==> config.mk <==
export PLATFORM = sky130hd
export DESIGN_NAME = dsm_sample_feeder_flat
export DESIGN_NICKNAME = d
export VERILOG_FILES = /design/src/rtl/dsm_pkg.sv /design/src/rtl/dsm_sample_feeder_if.sv /design/src/rtl/dsm_sync_fifo.sv /design/src/rtl/dsm_sample_feeder.sv /design/src/flat_wrapper.sv
export SDC_FILE = /design/constraint.sdc
export NUM_CORES = 1
export LEC_CHECK = 0
export BUFFER_PORTS_ARGS = -buffer_cell sky130_fd_sc_hd__clkbuf_2
export CORE_MARGIN = 10
export CORE_UTILIZATION = 45
export DETAILED_ROUTE_END_ITERATION = 16
export GPL_ROUTABILITY_DRIVEN = 0
export HOLD_SLACK_MARGIN = 0.1
export SYNTH_ARGS = -nofsm -noshare
export SYNTH_HDL_FRONTEND = slang
export SYNTH_SLANG_ARGS = --single-unit
==> constraint.sdc <==
create_clock -name i_clk -period 2.9 [get_ports i_clk]
set_input_delay 0.725 -clock i_clk [delete_from_list [all_inputs] [get_ports i_clk]]
set_output_delay 0.725 -clock i_clk [all_outputs]
set_load 0.02 [all_outputs]
==> src/rtl/dsm_pkg.sv <==
// Shared constants for the delta-sigma DAC path: default word width, default
// oversampling ratio and the midscale code used when no sample is available.
package dsm_pkg;

  localparam int DSM_DEFAULT_DATA_WIDTH = 4;
  localparam int DSM_DEFAULT_OSR        = 16;

  function automatic int dsm_midscale(input int data_width);
    return 1 << (data_width - 1);
  endfunction

endpackage

==> src/rtl/dsm_sample_feeder_if.sv <==
// Producer-side handshake and DAC-side sample bus of the sample feeder.
// The feeder uses the slave modport; the producer/DAC side uses master.
interface dsm_sample_feeder_if #(
  parameter int DATA_WIDTH = 4
);

  // A word transfers on a rising edge where i_valid and o_ready are both high;
  // the producer holds i_valid/i_data stable until that edge, and o_ready does
  // not depend on i_valid.
  logic                  i_valid;
  logic [DATA_WIDTH-1:0] i_data;
  logic                  o_ready;
  logic                  o_sample;
  logic [DATA_WIDTH-1:0] o_data;
  logic                  o_underrun;

  modport master (
    output i_valid,
    output i_data,
    input  o_ready,
    input  o_sample,
    input  o_data,
    input  o_underrun
  );

  modport slave (
    input  i_valid,
    input  i_data,
    output o_ready,
    output o_sample,
    output o_data,
    output o_underrun
  );

endinterface

==> src/rtl/dsm_sync_fifo.sv <==
// Single-clock FIFO with occupancy count; push is ignored when full and pop is
// ignored when empty. FIFO_DEPTH must be a power of two so pointers wrap freely.
module dsm_sync_fifo #(
  parameter int DATA_WIDTH = 4,
  parameter int FIFO_DEPTH = 4
) (
  input  logic                               clk,
  input  logic                               rst,
  input  logic                               push,
  input  logic                               pop,
  input  logic [DATA_WIDTH-1:0]              wdata,
  output logic [DATA_WIDTH-1:0]              rdata,
  output logic                               full,
  output logic                               empty,
  output logic [$clog2(FIFO_DEPTH+1)-1:0]    count
);

  localparam int PTR_W = $clog2(FIFO_DEPTH);
  localparam int CNT_W = $clog2(FIFO_DEPTH + 1);
  localparam logic [PTR_W-1:0] PTR_ONE  = PTR_W'(1);
  localparam logic [CNT_W-1:0] CNT_ONE  = CNT_W'(1);
  localparam logic [CNT_W-1:0] CNT_FULL = CNT_W'(FIFO_DEPTH);

  logic [DATA_WIDTH-1:0] mem [FIFO_DEPTH];
  logic [PTR_W-1:0]      wr_ptr;
  logic [PTR_W-1:0]      rd_ptr;
  logic                  do_push;
  logic                  do_pop;

  assign full    = (count == CNT_FULL);
  assign empty   = (count == '0);
  assign do_push = push && !full;
  assign do_pop  = pop && !empty;
  assign rdata   = mem[rd_ptr];

  always_ff @(posedge clk) begin
    if (do_push) begin
      mem[wr_ptr] <= wdata;
    end
  end

  always_ff @(posedge clk or posedge rst) begin
    if (rst) begin
      wr_ptr <= '0;
      rd_ptr <= '0;
      count  <= '0;
    end else begin
      if (do_push) begin
        wr_ptr <= wr_ptr + PTR_ONE;
      end
      if (do_pop) begin
        rd_ptr <= rd_ptr + PTR_ONE;
      end
      unique case ({do_push, do_pop})
        2'b10:   count <= count + CNT_ONE;
        2'b01:   count <= count - CNT_ONE;
        default: count <= count;
      endcase
    end
  end

endmodule

==> src/rtl/dsm_sample_feeder.sv <==
// Rate adapter in front of the delta-sigma DAC core: buffers producer words and
// emits one per OSR clocks. Optional DSM_FEEDER_MIDSCALE_ON_UNDERRUN_EN loads midscale on underrun.
module dsm_sample_feeder
  import dsm_pkg::*;
#(
  parameter int DATA_WIDTH = DSM_DEFAULT_DATA_WIDTH,
  parameter int OSR        = DSM_DEFAULT_OSR,
  parameter int FIFO_DEPTH = 4
) (
  input  logic                i_clk,
  input  logic                i_rst,
  dsm_sample_feeder_if.slave  bus
);

  localparam int DIV_W = $clog2(OSR);
  localparam int CNT_W = $clog2(FIFO_DEPTH + 1);
  localparam logic [DIV_W-1:0] DIV_LAST = DIV_W'(OSR - 1);
  localparam logic [DIV_W-1:0] DIV_ONE  = DIV_W'(1);
  localparam logic [CNT_W-1:0] CNT_FULL = CNT_W'(FIFO_DEPTH);
`ifdef DSM_FEEDER_MIDSCALE_ON_UNDERRUN_EN
  localparam logic [DATA_WIDTH-1:0] MIDSCALE = DATA_WIDTH'(dsm_midscale(DATA_WIDTH));
`endif

  logic [DIV_W-1:0]      div_cnt;
  logic                  tick;
  logic                  ready;
  logic                  push;
  logic                  pop;
  logic [DATA_WIDTH-1:0] fifo_rdata;
  logic                  fifo_full;
  logic                  fifo_empty;
  logic [CNT_W-1:0]      fifo_count;
  logic                  sample_q;
  logic                  underrun_q;
  logic [DATA_WIDTH-1:0] data_q;

  assign tick  = (div_cnt == DIV_LAST);
  assign ready = (fifo_count != CNT_FULL);
  assign push  = bus.i_valid && ready && !fifo_full;
  // The tick pops only what was stored before this edge; no bypass of a same-edge push.
  assign pop   = tick && !fifo_empty;

  dsm_sync_fifo #(
    .DATA_WIDTH (DATA_WIDTH),
    .FIFO_DEPTH (FIFO_DEPTH)
  ) u_fifo (
    .clk   (i_clk),
    .rst   (i_rst),
    .push  (push),
    .pop   (pop),
    .wdata (bus.i_data),
    .rdata (fifo_rdata),
    .full  (fifo_full),
    .empty (fifo_empty),
    .count (fifo_count)
  );

  always_ff @(posedge i_clk or posedge i_rst) begin
    if (i_rst) begin
      div_cnt <= '0;
    end else if (tick) begin
      div_cnt <= '0;
    end else begin
      div_cnt <= div_cnt + DIV_ONE;
    end
  end

  always_ff @(posedge i_clk or posedge i_rst) begin
    if (i_rst) begin
      sample_q   <= 1'b0;
      underrun_q <= 1'b0;
      data_q     <= '0;
    end else begin
      sample_q   <= tick;
      underrun_q <= tick && fifo_empty;
      if (pop) begin
        data_q <= fifo_rdata;
      end
`ifdef DSM_FEEDER_MIDSCALE_ON_UNDERRUN_EN
      else if (tick) begin
        data_q <= MIDSCALE;
      end
`endif
    end
  end

  assign bus.o_ready    = ready;
  assign bus.o_sample   = sample_q;
  assign bus.o_underrun = underrun_q;
  assign bus.o_data     = data_q;

endmodule

==> src/flat_wrapper.sv <==
// flat-port wrapper written by rule: the top's interface ports become plain ports
module dsm_sample_feeder_flat import dsm_pkg::*;
#(
  parameter int DATA_WIDTH = DSM_DEFAULT_DATA_WIDTH,
  parameter int OSR        = DSM_DEFAULT_OSR,
  parameter int FIFO_DEPTH = 4
)
  (i_clk, i_rst, bus_i_valid, bus_i_data, bus_o_ready, bus_o_sample, bus_o_data, bus_o_underrun);
  dsm_sample_feeder_if #(.DATA_WIDTH(DATA_WIDTH)) bus_i ();
  input  logic i_clk;
  input  logic i_rst;
  input wire logic [$bits(bus_i.i_valid)-1:0] bus_i_valid;
  input wire logic [$bits(bus_i.i_data)-1:0] bus_i_data;
  output wire logic [$bits(bus_i.o_ready)-1:0] bus_o_ready;
  output wire logic [$bits(bus_i.o_sample)-1:0] bus_o_sample;
  output wire logic [$bits(bus_i.o_data)-1:0] bus_o_data;
  output wire logic [$bits(bus_i.o_underrun)-1:0] bus_o_underrun;
  assign bus_i.i_valid = bus_i_valid;
  assign bus_i.i_data = bus_i_data;
  assign bus_o_ready = bus_i.o_ready;
  assign bus_o_sample = bus_i.o_sample;
  assign bus_o_data = bus_i.o_data;
  assign bus_o_underrun = bus_i.o_underrun;
  dsm_sample_feeder #(.DATA_WIDTH(DATA_WIDTH), .OSR(OSR), .FIFO_DEPTH(FIFO_DEPTH)) u_core (.i_clk(i_clk), .i_rst(i_rst), .bus(bus_i));
endmodule
### After elaboration in Yosys (flattened, before gate mapping)

Memory sizes are Yosys's and may differ from the RTL's. A register that Yosys moved wholly into a read port is not among the register bits.
Index checks and enable logic that the tools add are counted.

* memories: 1
* bits in registers: 13
* bits in writable memories: 16

* equal/unequal tests: 5
* muxes and demuxes: 4
* reductions and logical operators: 10
* add/sub/neg operators: 5

Memories
* u_core.u_fifo.mem: words 4, bits a word 4, rd ports 1, clocked after Yosys merged registers in 1, write ports 1, line dsm_sync_fifo.sv:24 `logic [DATA_WIDTH-1:0] mem [FIFO_DEPTH];`

Operators with widths (number)
* $logic_and 1x1->1: 6
* $pmux 3 s2: 1
* $add 2x1->2 const B: 2
* $add 4x1->4 const B: 1
* $eq 4x4->1 const B: 1
* $mux 4: 1
* $add 3x1->3 const B: 1
* $eq 3x3->1 const B: 1
* $logic_not 3->1: 1
* $ne 3x3->1 const B: 1
* $sub 3x1->3 const B: 1
* $eq 2x1->1 const B: 1
* $eq 2x2->1 const B: 1
* $logic_not 1->1: 2
* $mux 1: 2
* $reduce_bool 2->1: 1

### Depth between registers and ports, before layout

Gate-level depths: netlist of run 1.

* depth in word-level cells: 6
* gate-level depth with buffers: 10

### Cells and area by module

Synthesis of run 1 repeated with hierarchy kept, for this count alone.

* cells, all modules: 88
* area total of the unflattened synthesis: 1425.1 sq um

By module, submodules not included
* dsm_sync_fifo: area each 1021.0 sq um, instances 1, cells an instance 59
* dsm_sample_feeder: area each 404.1 sq um, instances 1, cells an instance 29

### Least setup slack after synthesis of run 1

Ideal clock, no wire load.

* path type: reg-to-reg
* start point: register u_core.div_cnt[0]
* end point: register u_core.u_fifo.count[2]
* setup slack: 0.717 ns
* clock period less this slack: 2.183 ns
* stages on the path, launching flop included: 11
* library setup time: 0.125 ns
* path buffers: 2
* data arrival time: 2.057 ns
* cells stage by stage: dfrtp_1 > ha_1 > and3_1 > buf_2 > o31a_2 > buf_6 > ha_1 > fa_1 > xnor2_1 > nor2_1 > xor2_1

* cells in the longest elaborated chain, start to end: 5
* elaborated cells between the ends (all ways): 7

Ends and longest elaborated chain
* from (decl): line dsm_sample_feeder.sv:24 `logic [DIV_W-1:0] div_cnt;`
* from (signal assigned): line dsm_sample_feeder.sv:64 `div_cnt <= div_cnt + DIV_ONE;`
* $eq 4x4->1 (*): line dsm_sample_feeder.sv:37 `assign tick = (div_cnt == DIV_LAST);`
* via u_core.tick: line dsm_sample_feeder.sv:25 `logic tick;`
* $logic_and 1x1->1 (*): line dsm_sample_feeder.sv:41 `assign pop = tick && !fifo_empty;`
* via u_core.pop: line dsm_sample_feeder.sv:28 `logic pop;`
* $logic_and 1x1->1 (*): line dsm_sync_fifo.sv:33 `assign do_pop = pop && !empty;`
* $eq 2x1->1 or $eq 2x2->1 (tied branches): line dsm_sync_fifo.sv:54 `unique case ({do_push, do_pop})`
* $pmux 3 s2 or $reduce_bool 2->1 (tied branches)
* to (signal assigned): line dsm_sync_fifo.sv:55 `2'b10: count <= count + CNT_ONE;`
* to (signal assigned): line dsm_sync_fifo.sv:56 `2'b01: count <= count - CNT_ONE;`
* to (signal assigned): line dsm_sync_fifo.sv:57 `default: count <= count;`
* to (decl): line dsm_sync_fifo.sv:15 `output logic [$clog2(FIFO_DEPTH+1)-1:0] count`

Mark *: on every way through the listed nets, which the timed path passes. The rest lies on a longest branch.
A chain may end at the register's enable or synchronous reset.

### Worst setup path in the final report of run 1

* start point: register u_core.u_fifo.count[0]
* end point: output bus_o_ready

* cells in the longest elaborated chain, start to end: 1

Ends and longest elaborated chain
* $ne 3x3->1: line dsm_sample_feeder.sv:38 `assign ready = (fifo_count != CNT_FULL);`
* to (decl): line flat_wrapper.sv:14 `output wire logic [$bits(bus_i.o_ready)-1:0] bus_o_ready;`

No other way between the ends.

==> flow_metrics.env, run 1 <==
export IMPL_ys_seq_area_share_pct=64.4
export IMPL_postSynthRegisterBits=33
export IMPL_chipHeight_um=75.9
export IMPL_p_per_area_nw_per_um2=864
export IMPL_dr_total_vias=685
export IMPL_clock_path_buffers=2
export IMPL_critPathMaxFanout=6
export IMPL_crit_type="reg -> out"
export IMPL_grt_pass1_vias=752
export IMPL_r2r_start="u_core.div_cnt[0]"
export IMPL_cts_buffers=5
export IMPL_nets=111
export IMPL_antenna_found_initial=0
export IMPL_slowest_delay_ns=0.51
export IMPL_crit_chain="or3b_1 > clkbuf_2"
export IMPL_timing_final_ws_setup_ns=0.685
export IMPL_finalMaxSlewViolations=0
export IMPL_grt_usage_pct=7.78
export IMPL_finalCritPeriodShare_pct=76.4
export IMPL_port_buffers=13
export IMPL_p_leak_uw=0.000649
export IMPL_drtIter0Drc=91
export IMPL_min_path_type="in -> async"
export IMPL_grt_max_degree=18
export IMPL_syn_nets=95
export IMPL_ys_warnings_count=0
export IMPL_clk_latency_ns=0.33
export IMPL_cp_num_buf_inv=1
export IMPL_fin_crit_ns=2.22
export IMPL_p_total_uw=1320
export IMPL_worstSetupStartpoint="u_core.u_fifo.count[0]"
export IMPL_cts_tree="done"
export IMPL_slew_headroom_pct=58.9
export IMPL_antenna_cells=0
export IMPL_dr_pass1_iters=4
export IMPL_arrival_ns=1.49
export IMPL_rsz0062_at_grt="no"
export IMPL_wire_per_inst_um=14.1
export IMPL_cap_violations=0
export IMPL_viasPerCell=4.86
export IMPL_yosys_top_cells_area="edfxtp_1 (34%), dfrtp_1 (30%), mux4_2 (6.4%), ha_1 (5.3%), mux2_4 (5.3%)"
export IMPL_endpoint_kind="output port"
export IMPL_tightest_slew_ns=0.616
export IMPL_layout_common_cells="dfrtp_1 (17), edfxtp_1 (16), clkbuf_2 (13), ha_1 (6)"
export IMPL_r2r_slack_ns=0.74
export IMPL_drive_gt1_share_pct=36.1
export IMPL_row_count=20
export IMPL_mostFrequentLayoutCell="dfrtp_1"
export IMPL_skew_ns=0.0116
export IMPL_cp_depth=2
export IMPL_r2r_cells=8
export IMPL_netlist_area_um2=1410
export IMPL_cts_clk_slew_worst_paths_ns=0.09
export IMPL_initial_core_util_pct=46.4
export IMPL_drc_errors=0
export IMPL_cts_hold_fix_buffers=0
export IMPL_cp_top_family="simple AND/OR/NAND/NOR gates"
export IMPL_drt_wl_total_mm=2.00
export IMPL_grt_ovfl_total=0
export IMPL_dieArea_um2=5760
export IMPL_core_um2=3030
export IMPL_reg2reg_to="u_core.u_fifo.count[2]"
export IMPL_critPathRequiredTime_ns=2.17
export IMPL_critical_path_slowest_cell="or3b_1"
export IMPL_stdcell_area_um2=1530
export IMPL_synth_cell_types=23
export IMPL_cts_resized=0
export IMPL_dp_worst_setup_slack_ns=0.744
export IMPL_syn2layout_area_growth_pct=8.99
export IMPL_hold_viol_final=0
export IMPL_place_area_um2=1490
export IMPL_fmax_mhz=451
export IMPL_synth_top_area_share_pct=34.2
export IMPL_cts_setup_buffers=0
export IMPL_synth_top_area_cell="edfxtp_1"
export IMPL_root_buffer="clkbuf_4"
export IMPL_ant_nets=0
export IMPL_htreeDepth=2
export IMPL_status="completed"
export IMPL_clock_sinks=33
export IMPL_finalSetupViolCount=0
export IMPL_die_w_um=75.9
export IMPL_cp_endpoint="bus_o_ready"
export IMPL_grt_pass1_wl_mm=3.48
export IMPL_ir_drop_v=0.000353
export IMPL_finalSetupTns_ns=0
export IMPL_syn_inst=81
export IMPL_io_pins=14
export IMPL_critPathLaunchType="flip-flop"
export IMPL_syn_area_per_cell_um2=17.4
cell families after synthesis:
| kind of cell | after synthesis | synth area share, % |
|---|---|---|
| AOI/OAI and AO/OA | 5 | 2.58 |
| xor gates and xnor gates | 7 | 4.36 |
| adders and majority gates | 7 | 6.76 |
| buffers and inverters | 8 | 3.82 |
| DFF | 33 | 64.4 |
| muxes | 10 | 12.5 |
| and+or+nand+nor | 11 | 5.52 |
cell type report:
type	instances	area [um2]
fill	258	1500
sequential	33	906
multi-input combinational	40	447
timing repair buffer	13	65.1
tap	44	55.1
clock buffer	6	41.3
inverter	4	15.0
clock inverter	1	3.75
synth_stat cells:
| cell | count |
|---|---|
| a21oi_1 | 1 |
| and3_1 | 1 |
| and3_2 | 4 |
| buf_2 | 1 |
| buf_6 | 3 |
| dfrtp_1 | 17 |
| edfxtp_1 | 16 |
| fa_1 | 1 |
| ha_1 | 6 |
| inv_1 | 4 |
| mux2_2 | 1 |
| mux2_4 | 5 |
| mux4_2 | 4 |
| nand2_4 | 1 |
| nand3_1 | 1 |
| nor2_1 | 2 |
| nor4b_1 | 1 |
| o21ai_0 | 2 |
| o311a_2 | 1 |
| o31a_2 | 1 |
| or3b_1 | 1 |
| xnor2_1 | 3 |
| xor2_1 | 4 |
where the power goes:
part / internal (uW) / total [uW] / switching [uW]
Sequential: 619 / 728 / 109
Clock: 87.8 / 222 / 134
Combinational: 203 / 374 / 170
Total: 910 / 1320 / 414
stage by stage:
stage	hold WS (ns)	utilization, %	std cells
4_1_cts	0.446	50.6	141
2_1_floorplan	0.443	-	81
6_report	0.438	50.6	141
5_1_grt	0.483	50.6	141
3_3_place_gp	0.468	49.1	134
3_5_place_dp	0.479	49.1	134
metal layers:
metal	global-route usage, %	part of all wire, %	wire [um]	up-vias
met1	8.92	46	914	332
met5	0	0	0	-
met2	11.0	45	897	22
met3	3.77	5.7	114	8
li1	-	-	-	323
met4	5.68	3.5	69	0
how the worst min path moves through the flow:
stage | cells past startpoint | end | startpoint | slack (ns)
floorplan | 1 | u_core.div_cnt[3] | u_core.div_cnt[3] | 0.44
global placement | 1 | u_core.div_cnt[0] | u_core.div_cnt[0] | 0.47
detailed placement | 1 | u_core.div_cnt[0] | u_core.div_cnt[0] | 0.48
CTS | 2 | u_core.bus.o_data[0] | i_rst | 0.45
global route | 2 | u_core.bus.o_data[0] | i_rst | 0.48
finish | 2 | u_core.bus.o_data[0] | i_rst | 0.44
state kept, by name (all words and copies together) (netlist names):
name	count
u_core.div_cnt	4
u_core.u_fifo.mem	16
u_core.u_fifo.wr_ptr	2
u_core.u_fifo.rd_ptr	2
u_core.u_fifo.count	3
u_core.bus.o_underrun	1
u_core.bus.o_sample	1
u_core.bus.o_data	4
No activity file was read; power rests on OpenSTA's default activity.
==> run 2, diff against run 1 <==
clock period = 2.22 ns   (was 2.9 ns; I/O delays follow)
==> run 2 against run 1 <==
Via count is 1.5% lower. Die area is the same. Clock skew barely moved. Clock power grew 70%.
==> flow_metrics.env, run 2 (synthesis results as in run 1) <==
export IMPL_hold_viol_final=0
export IMPL_p_per_area_nw_per_um2=1170
export IMPL_layout_common_cells="dfrtp_1 (17), edfxtp_1 (16), clkbuf_2 (13), ha_1 (6)"
export IMPL_worstSetupStartpoint="u_core.div_cnt[0]"
export IMPL_antenna_cells=0
export IMPL_viasPerCell=4.59
export IMPL_tightest_slew_ns=0.633
export IMPL_critPathMaxFanout=5
export IMPL_clock_path_buffers=2
export IMPL_cts_tree="done"
export IMPL_grt_pass1_wl_mm=3.50
export IMPL_finalCritPeriodShare_pct=94.1
export IMPL_die_w_um=75.9
export IMPL_status="completed"
export IMPL_wire_per_inst_um=14.3
export IMPL_clk_latency_ns=0.33
export IMPL_min_path_type="in -> async"
export IMPL_cts_buffers=5
export IMPL_switchingPower_uw=569
export IMPL_mostFrequentLayoutCell="dfrtp_1"
export IMPL_slew_headroom_pct=57.7
export IMPL_dr_pass1_iters=2
export IMPL_dieArea_um2=5760
export IMPL_grt_usage_pct=7.83
export IMPL_netSwitchingFraction_pct=30.5
export IMPL_drtIter0Drc=33
export IMPL_chipHeight_um=75.9
export IMPL_r2r_start="u_core.div_cnt[0]"
export IMPL_nets=116
export IMPL_crit_type="reg -> reg"
export IMPL_p_leak_uw=0.000689
export IMPL_fin_util_pct=52.7
export IMPL_clkPwrFrac_pct=20.2
export IMPL_io_pins=14
export IMPL_finalSetupTns_ns=0
export IMPL_nFillCells=271
export IMPL_htreeDepth=2
export IMPL_critPathRequiredTime_ns=2.49
export IMPL_grt_pass1_vias=731
export IMPL_fin_crit_ns=2.09
export IMPL_cts_resized=0
export IMPL_drt_wl_total_mm=2.10
export IMPL_cts_clk_slew_worst_paths_ns=0.10
export IMPL_p_comb_share_pct=30.6
export IMPL_dr_total_vias=675
export IMPL_grt_max_degree=18
export IMPL_regMostFlops="u_core.u_fifo.mem"
export IMPL_clock_sinks=33
export IMPL_arrival_ns=2.36
export IMPL_ant_nets=0
export IMPL_grt_ovfl_total=0
export IMPL_fmax_mhz=479
export IMPL_p_seq_share_pct=49.2
export IMPL_skew_ns=0.0114
export IMPL_endpoint_kind="flip-flop"
export IMPL_antenna_found_initial=0
export IMPL_critPathLaunchType="flip-flop"
export IMPL_p_int_uw=1290
export IMPL_dp_hpwl_mm=1.53
export IMPL_finalSetupViolCount=0
export IMPL_row_count=20
export IMPL_syn2layout_area_growth_pct=13.4
export IMPL_largest_register_ffs=16
export IMPL_root_buffer="clkbuf_4"
export IMPL_initial_core_util_pct=46.4
export IMPL_finalMaxSlewViolations=0
export IMPL_drc_errors=0
export IMPL_drive_gt1_share_pct=41.7
export IMPL_cap_violations=0
export IMPL_ir_drop_v=0.000549
export IMPL_port_buffers=13
export IMPL_core_um2=3030
## run 2: worst max-delay path, cell delays in order, from the launching register on
cell	delay, ns
dfrtp_1	0.42
ha_1	0.24
and3_1	0.23
o31a_2	0.14
ha_1	0.23
fa_1	0.38
xnor2_1	0.13
nor2_1	0.11
xor2_1	0.14
## run 2: final cells by class
type	instances	area (um2)	share of cell area [%]
Multi-Input combinational cell	40	447	28.0
Clock buffer	7	65.1	4.08
Timing Repair Buffer	18	103	6.43
Sequential cell	33	906	56.8
Tap cell	44	55.1	3.45
Clock inverter	1	5.00	0.314
Inverter	4	15.0	0.941
## run 2: path summary, 6_finish.rpt
check / end / slack [ns] / cells after the start
setup reg to reg: u_core.u_fifo.count[2] / 0.13 / 8
max in group asynchronous: u_core.bus.o_data[2] / 1.54 / 2
min in group i_clk: u_core.u_fifo.mem[1][3] / 0.44 / 1
setup / recovery: u_core.u_fifo.count[2] / 0.13 / 8
hold / removal: u_core.bus.o_sample / 0.27 / 2
hold reg to reg: u_core.div_cnt[3] / 0.50 / 1
## run 2: power groups by stage
stage          Combinational, uW  Sequential (uW)  Clock, uW
3_3_place_gp                 573              929          0
2_1_floorplan                387              963          0
5_1_grt                      629              938        419
6_report                     570              916        377
4_1_cts                      580              923        388
3_5_place_dp                 573              937          0
## run 2: layer usage
metal,vias up,routed length (um),GRT usage (%)
li1,336,-,-
met1,320,944,9.08
met2,14,959,10.8
met3,5,145,5.07
met4,0,48,3.98
met5,-,0,0
## run 2: repair_timing
action	4_1_cts	5_1_grt
endpoints found under the hold margin	0	0
setup buffers	0	1
endpoints found under the setup margin	0	1
hold buffers	0	0
## run 2: per-stage QoR
step           hold WS [ns]  setup slack [ns]  cells  cell area, um2  power (uW)
2_1_floorplan         0.443            0.0375     81            1410        1350
3_3_place_gp          0.466             0.188    138            1520        1500
3_5_place_dp          0.481             0.143    138            1520        1510
4_1_cts               0.293             0.122    146            1590        1890
5_1_grt               0.318         -0.000463    147            1600        1990
6_report              0.268             0.131    147            1600        1860
==> run 3, diff against run 2 <==
PLACE_DENSITY = 0.62   (was default)
==> run 3 against run 2 <==
Global-route usage about the same. Clock power shrank 19%. Core utilization shrank 0.87 points. Flip-flop and latch count did not move. Critical endpoint unchanged. Register-to-register slack worse by 0.02 ns. Clock-buffer cell count stayed put. Cell count down 0.68%. Combinational power is essentially flat. Non-clock buffer count decreased by 1. Die area unchanged.
==> flow_metrics.env, run 3 (synthesis results as in run 1) <==
export IMPL_status="completed"
export IMPL_finalMaxSlewViolations=0
export IMPL_viasPerCell=4.68
export IMPL_tightest_slew_ns=0.647
export IMPL_fin_cells=146
export IMPL_grt_pass1_vias=729
export IMPL_grt_max_degree=18
export IMPL_cap_violations=0
export IMPL_cts_clk_slew_worst_paths_ns=0.10
export IMPL_fmax_mhz=475
export IMPL_dr_pass1_iters=4
export IMPL_initial_core_util_pct=46.4
export IMPL_dr_total_vias=683
export IMPL_critPathMaxFanout=5
export IMPL_finalSetupViolCount=0
export IMPL_dp_hpwl_mm=1.58
export IMPL_p_per_area_nw_per_um2=1150
export IMPL_antenna_found_initial=0
export IMPL_nets=115
export IMPL_cts_buffers=5
export IMPL_wire_per_inst_um=14.5
export IMPL_finalCritPeriodShare_pct=94.9
export IMPL_slowest_delay_ns=0.42
export IMPL_htreeDepth=2
export IMPL_dieArea_um2=5760
export IMPL_hold_viol_final=0
export IMPL_critPathLaunchType="flip-flop"
export IMPL_endpoint_kind="flip-flop"
export IMPL_layout_common_cells="dfrtp_1 (17), edfxtp_1 (16), clkbuf_2 (13), ha_1 (6)"
export IMPL_grt_usage_pct=7.81
export IMPL_rsz0062_at_grt="no"
export IMPL_drive_gt1_share_pct=40.2
export IMPL_place_area_um2=1520
export IMPL_ant_nets=0
export IMPL_crit_chain="ha_1 > and3_2 > o31a_2 > ha_1 > fa_1 > xnor2_1 > nor2_1 > xor2_1"
export IMPL_cts_resized=0
export IMPL_drc_errors=0
export IMPL_port_buffers=13
export IMPL_drtIter0Drc=33
export IMPL_regMostFlops="u_core.u_fifo.mem"
export IMPL_clk_latency_ns=0.33
export IMPL_skew_ns=0.0102
export IMPL_grt_ovfl_total=0
export IMPL_cts_setup_buffers=0
export IMPL_critPathRequiredTime_ns=2.47
export IMPL_critical_path_slowest_cell="dfrtp_1"
export IMPL_crit_type="reg -> reg"
export IMPL_fin_util_pct=51.8
export IMPL_clock_path_buffers=2
export IMPL_core_um2=3030
export IMPL_io_pins=14
export IMPL_syn2layout_area_growth_pct=11.6
export IMPL_dp_cells=138
export IMPL_cts_hold_fix_buffers=0
export IMPL_die_w_um=75.9
export IMPL_p_leak_uw=0.000672
export IMPL_finalSetupTns_ns=0
export IMPL_largest_register_ffs=16
export IMPL_row_count=20
export IMPL_ir_drop_v=0.000522
export IMPL_crit_top_cell="ha_1"
export IMPL_min_path_type="in -> async"
export IMPL_drt_wl_total_mm=2.12
export IMPL_antenna_cells=0
export IMPL_hold_ws_ns=0.280
export IMPL_cts_tree="done"
export IMPL_mostFrequentLayoutCell="dfrtp_1"
export IMPL_arrival_ns=2.36
export IMPL_clock_sinks=33
export IMPL_fin_crit_ns=2.11
export IMPL_root_buffer="clkbuf_4"
export IMPL_grt_pass1_wl_mm=3.51
export IMPL_stdcell_area_um2=1570
export IMPL_slew_headroom_pct=56.8
export IMPL_chipHeight_um=75.9
==> run 3: changes by cell type in the layout (fill, tap and decap cells not counted) <==
cell / change
buf_4: -1
clkbuf_1: +2
and3_2: +1
clkbuf_8: -2
and3_1: -1
==> run 3: worst max-delay path: cells and delay by family, from the launching register on <==
family,cells,cell delay (ns)
adders and majority gates,3,0.85
DFF,1,0.42
and+or+nand+nor,2,0.36
xor gates and xnor gates,2,0.28
AOI/OAI and AO/OA,1,0.13
==> run 3: routing by layer <==
metal	part of all wire, %	vias up	track usage (%)
li1	-	330	-
met2	47	16	12.2
met3	6.1	5	4.48
met5	0	-	0
met4	1.4	0	3.41
met1	46	332	8.45
==> run 3: cell type report <==
type / instances / area, um2
clock buffers: 7 / 45.0
clock inverters: 1 / 5.00
fillers: 269 / 1460
inverters: 4 / 15.0
multi-input cells: 40 / 448
flip-flops and latches: 33 / 906
well taps: 44 / 55.1
repair buffers: 17 / 95.1
==> run 3: per-stage QoR <==
| stage | setup slack (ns) | power (uW) |
|---|---|---|
| floorplan | 0.0375 | 1350 |
| global placement | 0.191 | 1500 |
| finish | 0.113 | 1800 |
| CTS | 0.122 | 1830 |
| global route | 0.00482 | 1930 |
| detailed placement | 0.121 | 1520 |
==> run 3: report_power, final <==
| group | total [uW] | internal [uW] | switching (uW) |
|---|---|---|---|
| Combinational | 570 | 303 | 267 |
| Sequential | 921 | 808 | 113 |
| Clock | 307 | 123 | 184 |
==> run 3: final timing paths <==
path / start / to / slack, ns / cells after the start
worst min-delay path: i_rst / u_core.bus.o_data[2] / 0.28 / 2
min in group i_clk: bus_i_data[3] / u_core.u_fifo.mem[0][3] / 0.44 / 1
worst min register to register: u_core.div_cnt[3] / u_core.div_cnt[3] / 0.50 / 1
worst max-delay path: u_core.div_cnt[0] / u_core.u_fifo.count[2] / 0.11 / 8
max in group asynchronous: i_rst / u_core.u_fifo.count[1] / 1.52 / 2
worst max register to register: u_core.div_cnt[0] / u_core.u_fifo.count[2] / 0.11 / 8
